File: config.mk
export PLATFORM = sky130hd
export DESIGN_NAME = count_enable_ctrl
export DESIGN_NICKNAME = d
export VERILOG_FILES = /design/src/rtl/cnt_ctrl_pkg.sv /design/src/rtl/btn_debounce.sv /design/src/rtl/count_enable_ctrl.sv
export SDC_FILE = /design/constraint.sdc
export NUM_CORES = 1
export LEC_CHECK = 0
export CAP_MARGIN = 15
export CELL_PAD_IN_SITES_DETAIL_PLACEMENT = 2
export CELL_PAD_IN_SITES_GLOBAL_PLACEMENT = 2
export CORE_UTILIZATION = 39
export DETAILED_ROUTE_END_ITERATION = 8
export PLACE_DENSITY = 0.77
export SYNTH_ARGS = -nofsm -noshare
export SYNTH_HDL_FRONTEND = slang
export SYNTH_SLANG_ARGS = --single-unit
File: constraint.sdc
create_clock -name clk -period 3.5 [get_ports clk]
set_input_delay 0.525 -clock clk [delete_from_list [all_inputs] [get_ports clk]]
set_output_delay 0.525 -clock clk [all_outputs]
set_load 0.005 [all_outputs]
File: src/rtl/cnt_ctrl_pkg.sv
// Shared state encodings and default timing constants for the enable-counter control path.
// Also used by the counter testbench so both sides agree on DB_CYCLES/DIV.
package cnt_ctrl_pkg;

    typedef enum logic {
        ST_STOPPED = 1'b0,
        ST_RUNNING = 1'b1
    } ctrl_state_t;

    localparam int DEF_DB_CYCLES = 4;
    localparam int DEF_DIV       = 5;

    // Counter width for a modulo-n count; never narrower than one bit.
    function automatic int cnt_w(input int n);
        return (n <= 2) ? 1 : $clog2(n);
    endfunction

endpackage

File: src/rtl/btn_debounce.sv
// Button qualifier: 2-flop synchronizer, stability counter, one-cycle press pulse.
// Latency: raw rise sampled at edge 0 gives press_pulse after edge DB_CYCLES+2; no backpressure.
module btn_debounce
    import cnt_ctrl_pkg::*;
#(
    parameter int DB_CYCLES = DEF_DB_CYCLES
) (
    input  logic clk,
    input  logic rst_n,
    input  logic btn_raw,
    output logic press_pulse
);

    localparam int            CW      = cnt_w(DB_CYCLES);
    localparam logic [CW-1:0] DB_LAST = CW'(DB_CYCLES - 1);

    logic          sync1_q, sync1_d;
    logic          sync2_q, sync2_d;
    logic [CW-1:0] db_cnt_q, db_cnt_d;
    logic          db_level_q, db_level_d;
    logic          db_level_dly_q, db_level_dly_d;
    logic          press_q, press_d;

    always_comb begin
        sync1_d        = btn_raw;
        sync2_d        = sync1_q;
        db_level_d     = db_level_q;
        db_cnt_d       = '0;
        db_level_dly_d = db_level_q;
        press_d        = db_level_q & ~db_level_dly_q;

        // Any sample matching the accepted level restarts qualification.
        if (sync2_q != db_level_q) begin
            if (db_cnt_q == DB_LAST) begin
                db_level_d = sync2_q;
                db_cnt_d   = '0;
            end else begin
                db_cnt_d   = db_cnt_q + 1'b1;
            end
        end
    end

    always_ff @(posedge clk or negedge rst_n) begin
        if (!rst_n) begin
            sync1_q        <= 1'b0;
            sync2_q        <= 1'b0;
            db_cnt_q       <= '0;
            db_level_q     <= 1'b0;
            db_level_dly_q <= 1'b0;
            press_q        <= 1'b0;
        end else begin
            sync1_q        <= sync1_d;
            sync2_q        <= sync2_d;
            db_cnt_q       <= db_cnt_d;
            db_level_q     <= db_level_d;
            db_level_dly_q <= db_level_dly_d;
            press_q        <= press_d;
        end
    end

    assign press_pulse = press_q;

endmodule

File: src/rtl/count_enable_ctrl.sv
// RUN/STOP control for the enable counter: debounced buttons, 2-state FSM, DIV-cycle tick prescaler.
// Latency: press pulse acts on the following edge; enable/running registered; no backpressure.
module count_enable_ctrl
    import cnt_ctrl_pkg::*;
#(
    parameter int DB_CYCLES = DEF_DB_CYCLES,
    parameter int DIV       = DEF_DIV
) (
    input  logic clk,
    input  logic reset,
    input  logic btn_run,
    input  logic btn_step,
    output logic enable,
    output logic running,
    output logic run_pulse
);

    localparam int            DW       = cnt_w(DIV);
    localparam logic [DW-1:0] DIV_LAST = DW'(DIV - 1);

    logic          run_press;
    logic          step_press;

    ctrl_state_t   state_q, state_d;
    logic [DW-1:0] div_cnt_q, div_cnt_d;
    logic          enable_q, enable_d;

    btn_debounce #(
        .DB_CYCLES (DB_CYCLES)
    ) u_db_run (
        .clk         (clk),
        .rst_n       (reset),
        .btn_raw     (btn_run),
        .press_pulse (run_press)
    );

    btn_debounce #(
        .DB_CYCLES (DB_CYCLES)
    ) u_db_step (
        .clk         (clk),
        .rst_n       (reset),
        .btn_raw     (btn_step),
        .press_pulse (step_press)
    );

    // Run press has priority over both a step tick and a prescaler wrap.
    always_comb begin
        state_d   = state_q;
        div_cnt_d = div_cnt_q;
        enable_d  = 1'b0;

        case (state_q)
            ST_STOPPED: begin
                if (run_press) begin
                    state_d   = ST_RUNNING;
                    div_cnt_d = '0;
                end else if (step_press) begin
                    enable_d  = 1'b1;
                end
            end
            ST_RUNNING: begin
                if (run_press) begin
                    state_d   = ST_STOPPED;
                    div_cnt_d = '0;
                end else if (div_cnt_q == DIV_LAST) begin
                    div_cnt_d = '0;
                    enable_d  = 1'b1;
                end else begin
                    div_cnt_d = div_cnt_q + 1'b1;
                end
            end
        endcase
    end

    always_ff @(posedge clk or negedge reset) begin
        if (!reset) begin
            state_q   <= ST_STOPPED;
            div_cnt_q <= '0;
            enable_q  <= 1'b0;
        end else begin
            state_q   <= state_d;
            div_cnt_q <= div_cnt_d;
            enable_q  <= enable_d;
        end
    end

    assign enable    = enable_q;
    assign running   = (state_q == ST_RUNNING);
    assign run_pulse = run_press;

endmodule
==> out/results.md <==
| Quantity | This run |
|:---|:---|
| Post-CTS Hold Fix Bufs | 0 |
| Final hold violation count | 0 |
| Resize count post-CTS | 0 |
| Mean instance size in the synthesized netlist | 13.5 sq um |
| Worst voltage drop across the vdd grid | 268 uV |
| Final period demand of the worst path | 1780 ps |
| Clk root buf | sky130_fd_sc_hd__clkbuf_4 |
| Worst skew pair latency | 290 ps |
| Diodes inserted | 0 |
| Clock Pin Slew Worst Setup and Hold Paths | 110 ps |
| Die Area | 2040 sq um |
| Req. time, crit path | 2970 ps |
| Area of all placed cells without fillers | 847 sq um |
| Die Span Y | 45.2 um |
| Post-DRT Antenna Nets | 0 |
| Result of the run | complete, no violations |
| Final number of max-transition violations | 0 |
| Final number of setup-violating endpoints | 0 |
| Setup crit end kind | primary output |
| Global route overflow | 0 |
| Total power of the final layout | 688 uW |
| Top-level port count | 7 |
| Maximum fanout along the worst path | 5 |
| Met2 WL post-DR | 577 um |
| Top-area cell type share of the netlist area | 0.653 |
| Global-route wire length before repair | 2.03 mm |
| Power density cells | 812 nW/um^2 |
| Total area of multi-input combinational cells | 234 sq um |
| Initial antenna violation count | 0 |
| Critical Path Source Type | register |
| Maximum number of pins on one net before global-route repair | 20 |
| Sink count of the clock tree | 19 |
| Delay contributed by the slowest stage of the critical path | 530 ps |
| Kind of critical path | reg2out |
| Worst path slowest cell | sky130_fd_sc_hd__clkdlybuf4s50_1 |
| Number of buffers inserted during clock tree synthesis | 3 |
| First DRT Iteration DRCs | 4 |
| Static leakage power | 0.000386 uW |
| Core Footprint | 1750 sq um |
| Number of enable-type register cells in the synthesized netlist | 0 |
| Total GRT Usage | 0.146 |
| Number of DRC violations after detailed routing | 0 |
| Initial core utilization | 0.417 |
| Highest routed layer | met3 |
| Synth area leaders | sky130_fd_sc_hd__dfrtp_1 65%, sky130_fd_sc_hd__ha_1 8.6%, sky130_fd_sc_hd__nor2b_1 4.3%, sky130_fd_sc_hd__mux2_2 3.1%, sky130_fd_sc_hd__inv_1 2.6% |
| Average wire length per cell after detail routing | 13.1 um |
| Family with the most delay on the worst path | buffers and inverters |
| Ratio of final minimum period to clock period | 0.508 |
| Post-CTS setup buffer count | 0 |
| Area Overhead vs Synth | 16.3% |
| List of most frequent post-synthesis cells | 19 x sky130_fd_sc_hd__dfrtp_1, 5 x sky130_fd_sc_hd__ha_1, 5 x sky130_fd_sc_hd__inv_1, 5 x sky130_fd_sc_hd__nor2b_1, 4 x sky130_fd_sc_hd__nand2_1 |
| Largest register FFs | 3 |
| Clock Skew | 1.24 ps |
| Synthesized area | 728 sq um |
| Worst min path class | reg2reg |
| RSZ-0062 raised after global routing | false |
| TritonCTS clock tree | done |
| Slew of the pin with the lowest slew margin | 815 ps |
| Maximum clock rate | 563 MHz |
| Clock H-tree levels | 1 |
| Synth warnings | 0 |
| Synth area leader | sky130_fd_sc_hd__dfrtp_1 |
| Number of nets produced by synthesis | 63 |
| Number of max-capacitance violations reported | 0 |
| Most frequent cell after synthesis | sky130_fd_sc_hd__dfrtp_1 |
| Number of register bits inferred by synthesis | 19 |
| Routability Congestion | 0.721 |
| Arrival time reported for the critical path endpoint | 1250 ps |
| # nets final | 74 |
| Chain of cells forming the critical path | clkdlybuf4s50_1 |
| Biggest registers after layout | div_cnt_q x3, u_db_run.db_cnt_q x2, u_db_step.db_cnt_q x2 |
| DIE WIDTH | 45.2 um |
| Placed standard-cell area | 820 sq um |
| Gate count of the mapped netlist | 54 |
| Pre-antenna DRT Iters | 2 |
| Via count of the first global-routing pass | 445 |
| Final routed wirelength across all metal layers | 1.16 mm |
| Placed wire-length estimate | 896 um |
| Number of buffers and inverters on the critical path | 1 |
| Main flop type after synthesis | sky130_fd_sc_hd__dfrtp_1 |
| Wire length the detailed router placed on met1 | 562 um |
| Sum of negative setup slack | 0 ps |
| Sequential element share of the synthesized area | 0.653 |
| Wire length on met3 | 22 um |
| Fill cell instance count of the final layout | 174 |
| Synth unique cells | 18 |
| Detail-routed via count per cell | 4.66 |
| Worst max-slew margin expressed relative to the limit | 0.455 |
| Share of async-settable or async-resettable flops after synthesis | 1.00 |
| FF/Latch Area | 475 sq um |
| Layout cells sized above 1 | 0.172 |
| Worst reg-to-reg setup slack | 2240 ps |
| Row Count | 15 |
| Vias post-DR | 415 |
| Clock Path Buffers | 2 |
| Port-buffer cells | 6 |
| Most flop-heavy register | div_cnt_q |
kinds of logic after synthesis:
group,count (synthesis),synth area share
flip-flops,19,0.653
XOR/XNOR,2,0.0241
adder cells (fa/ha/maj),5,0.0859
buffers and inverters,5,0.0258
AND/OR/NAND/NOR,17,0.132
AO/OA/AOI/OAI,4,0.0481
multiplexers,2,0.0309
through the flow:
step	setup WS (ps)	utilization	std cells	hold slack (ps)
after floorplan	2340	-	54	229
after global placement	1940	0.470	85	333
after detailed placement	1900	0.470	85	341
after CTS	1720	0.485	89	368
after global routing	1630	0.485	89	382
final	1720	0.485	89	363
placed cells by master, fill, tap and decap left out:
master                            netlist  final
sky130_fd_sc_hd__nand4_1                1      1
sky130_fd_sc_hd__inv_1                  5      5
sky130_fd_sc_hd__clkbuf_4               0      3
sky130_fd_sc_hd__or2_2                  1      1
sky130_fd_sc_hd__nand2b_1               1      1
sky130_fd_sc_hd__nand2_2                1      1
sky130_fd_sc_hd__clkinv_2               0      1
sky130_fd_sc_hd__dfrtp_1               19     19
sky130_fd_sc_hd__clkdlybuf4s50_1        0      6
sky130_fd_sc_hd__a21oi_1                1      1
sky130_fd_sc_hd__o311ai_2               1      1
sky130_fd_sc_hd__xnor2_1                2      2
sky130_fd_sc_hd__nor3_1                 2      2
sky130_fd_sc_hd__o21ai_2                1      1
sky130_fd_sc_hd__nand2_1                4      4
sky130_fd_sc_hd__mux2_2                 2      2
sky130_fd_sc_hd__o21ai_0                1      1
sky130_fd_sc_hd__nand3_2                1      1
sky130_fd_sc_hd__ha_1                   5      5
sky130_fd_sc_hd__nor2b_1                5      5
sky130_fd_sc_hd__nand3_1                1      1
routing by layer:
metal  up-vias  global-route usage
li1        194                   -
met3         0              0.0360
met5         -                   0
met4         0              0.0727
met1       215               0.188
met2         6               0.229
layout make-up:
class,count,area share
timing repair buffer,6,0.0709
sequential,19,0.561
clock buffer,3,0.0266
clock inverter,1,0.00591
tap,25,0.0369
inverter,5,0.0222
multi-input combinational,30,0.276
worst reg2reg max path, cell delays in order (launching register included):
cell	delay [ps]
sky130_fd_sc_hd__dfrtp_1	440
sky130_fd_sc_hd__inv_1	80
sky130_fd_sc_hd__ha_1	270
sky130_fd_sc_hd__or2_2	310
sky130_fd_sc_hd__o21ai_2	100
final timing paths:
check                                           end         startpoint  depth (start not counted)
hold / removal                    u_db_step.sync2_q  u_db_step.sync1_q                          0
setup reg to reg                       div_cnt_q[0]            running                          4
hold reg to reg                   u_db_step.sync2_q  u_db_step.sync1_q                          0
min in group asynchronous                   running              reset                          1
setup / recovery                            running            running                          1
max in group asynchronous  u_db_step.db_level_dly_d              reset                          1
where the power goes:
group	leakage [uW]	switching [uW]	internal [uW]
Combinational	0.000131	105	120
Sequential	0.000237	54.9	299
Clock	0.0000177	65.9	42.5
Total	0.000386	226	462
Note: power is estimated with default switching activity, not from simulation.
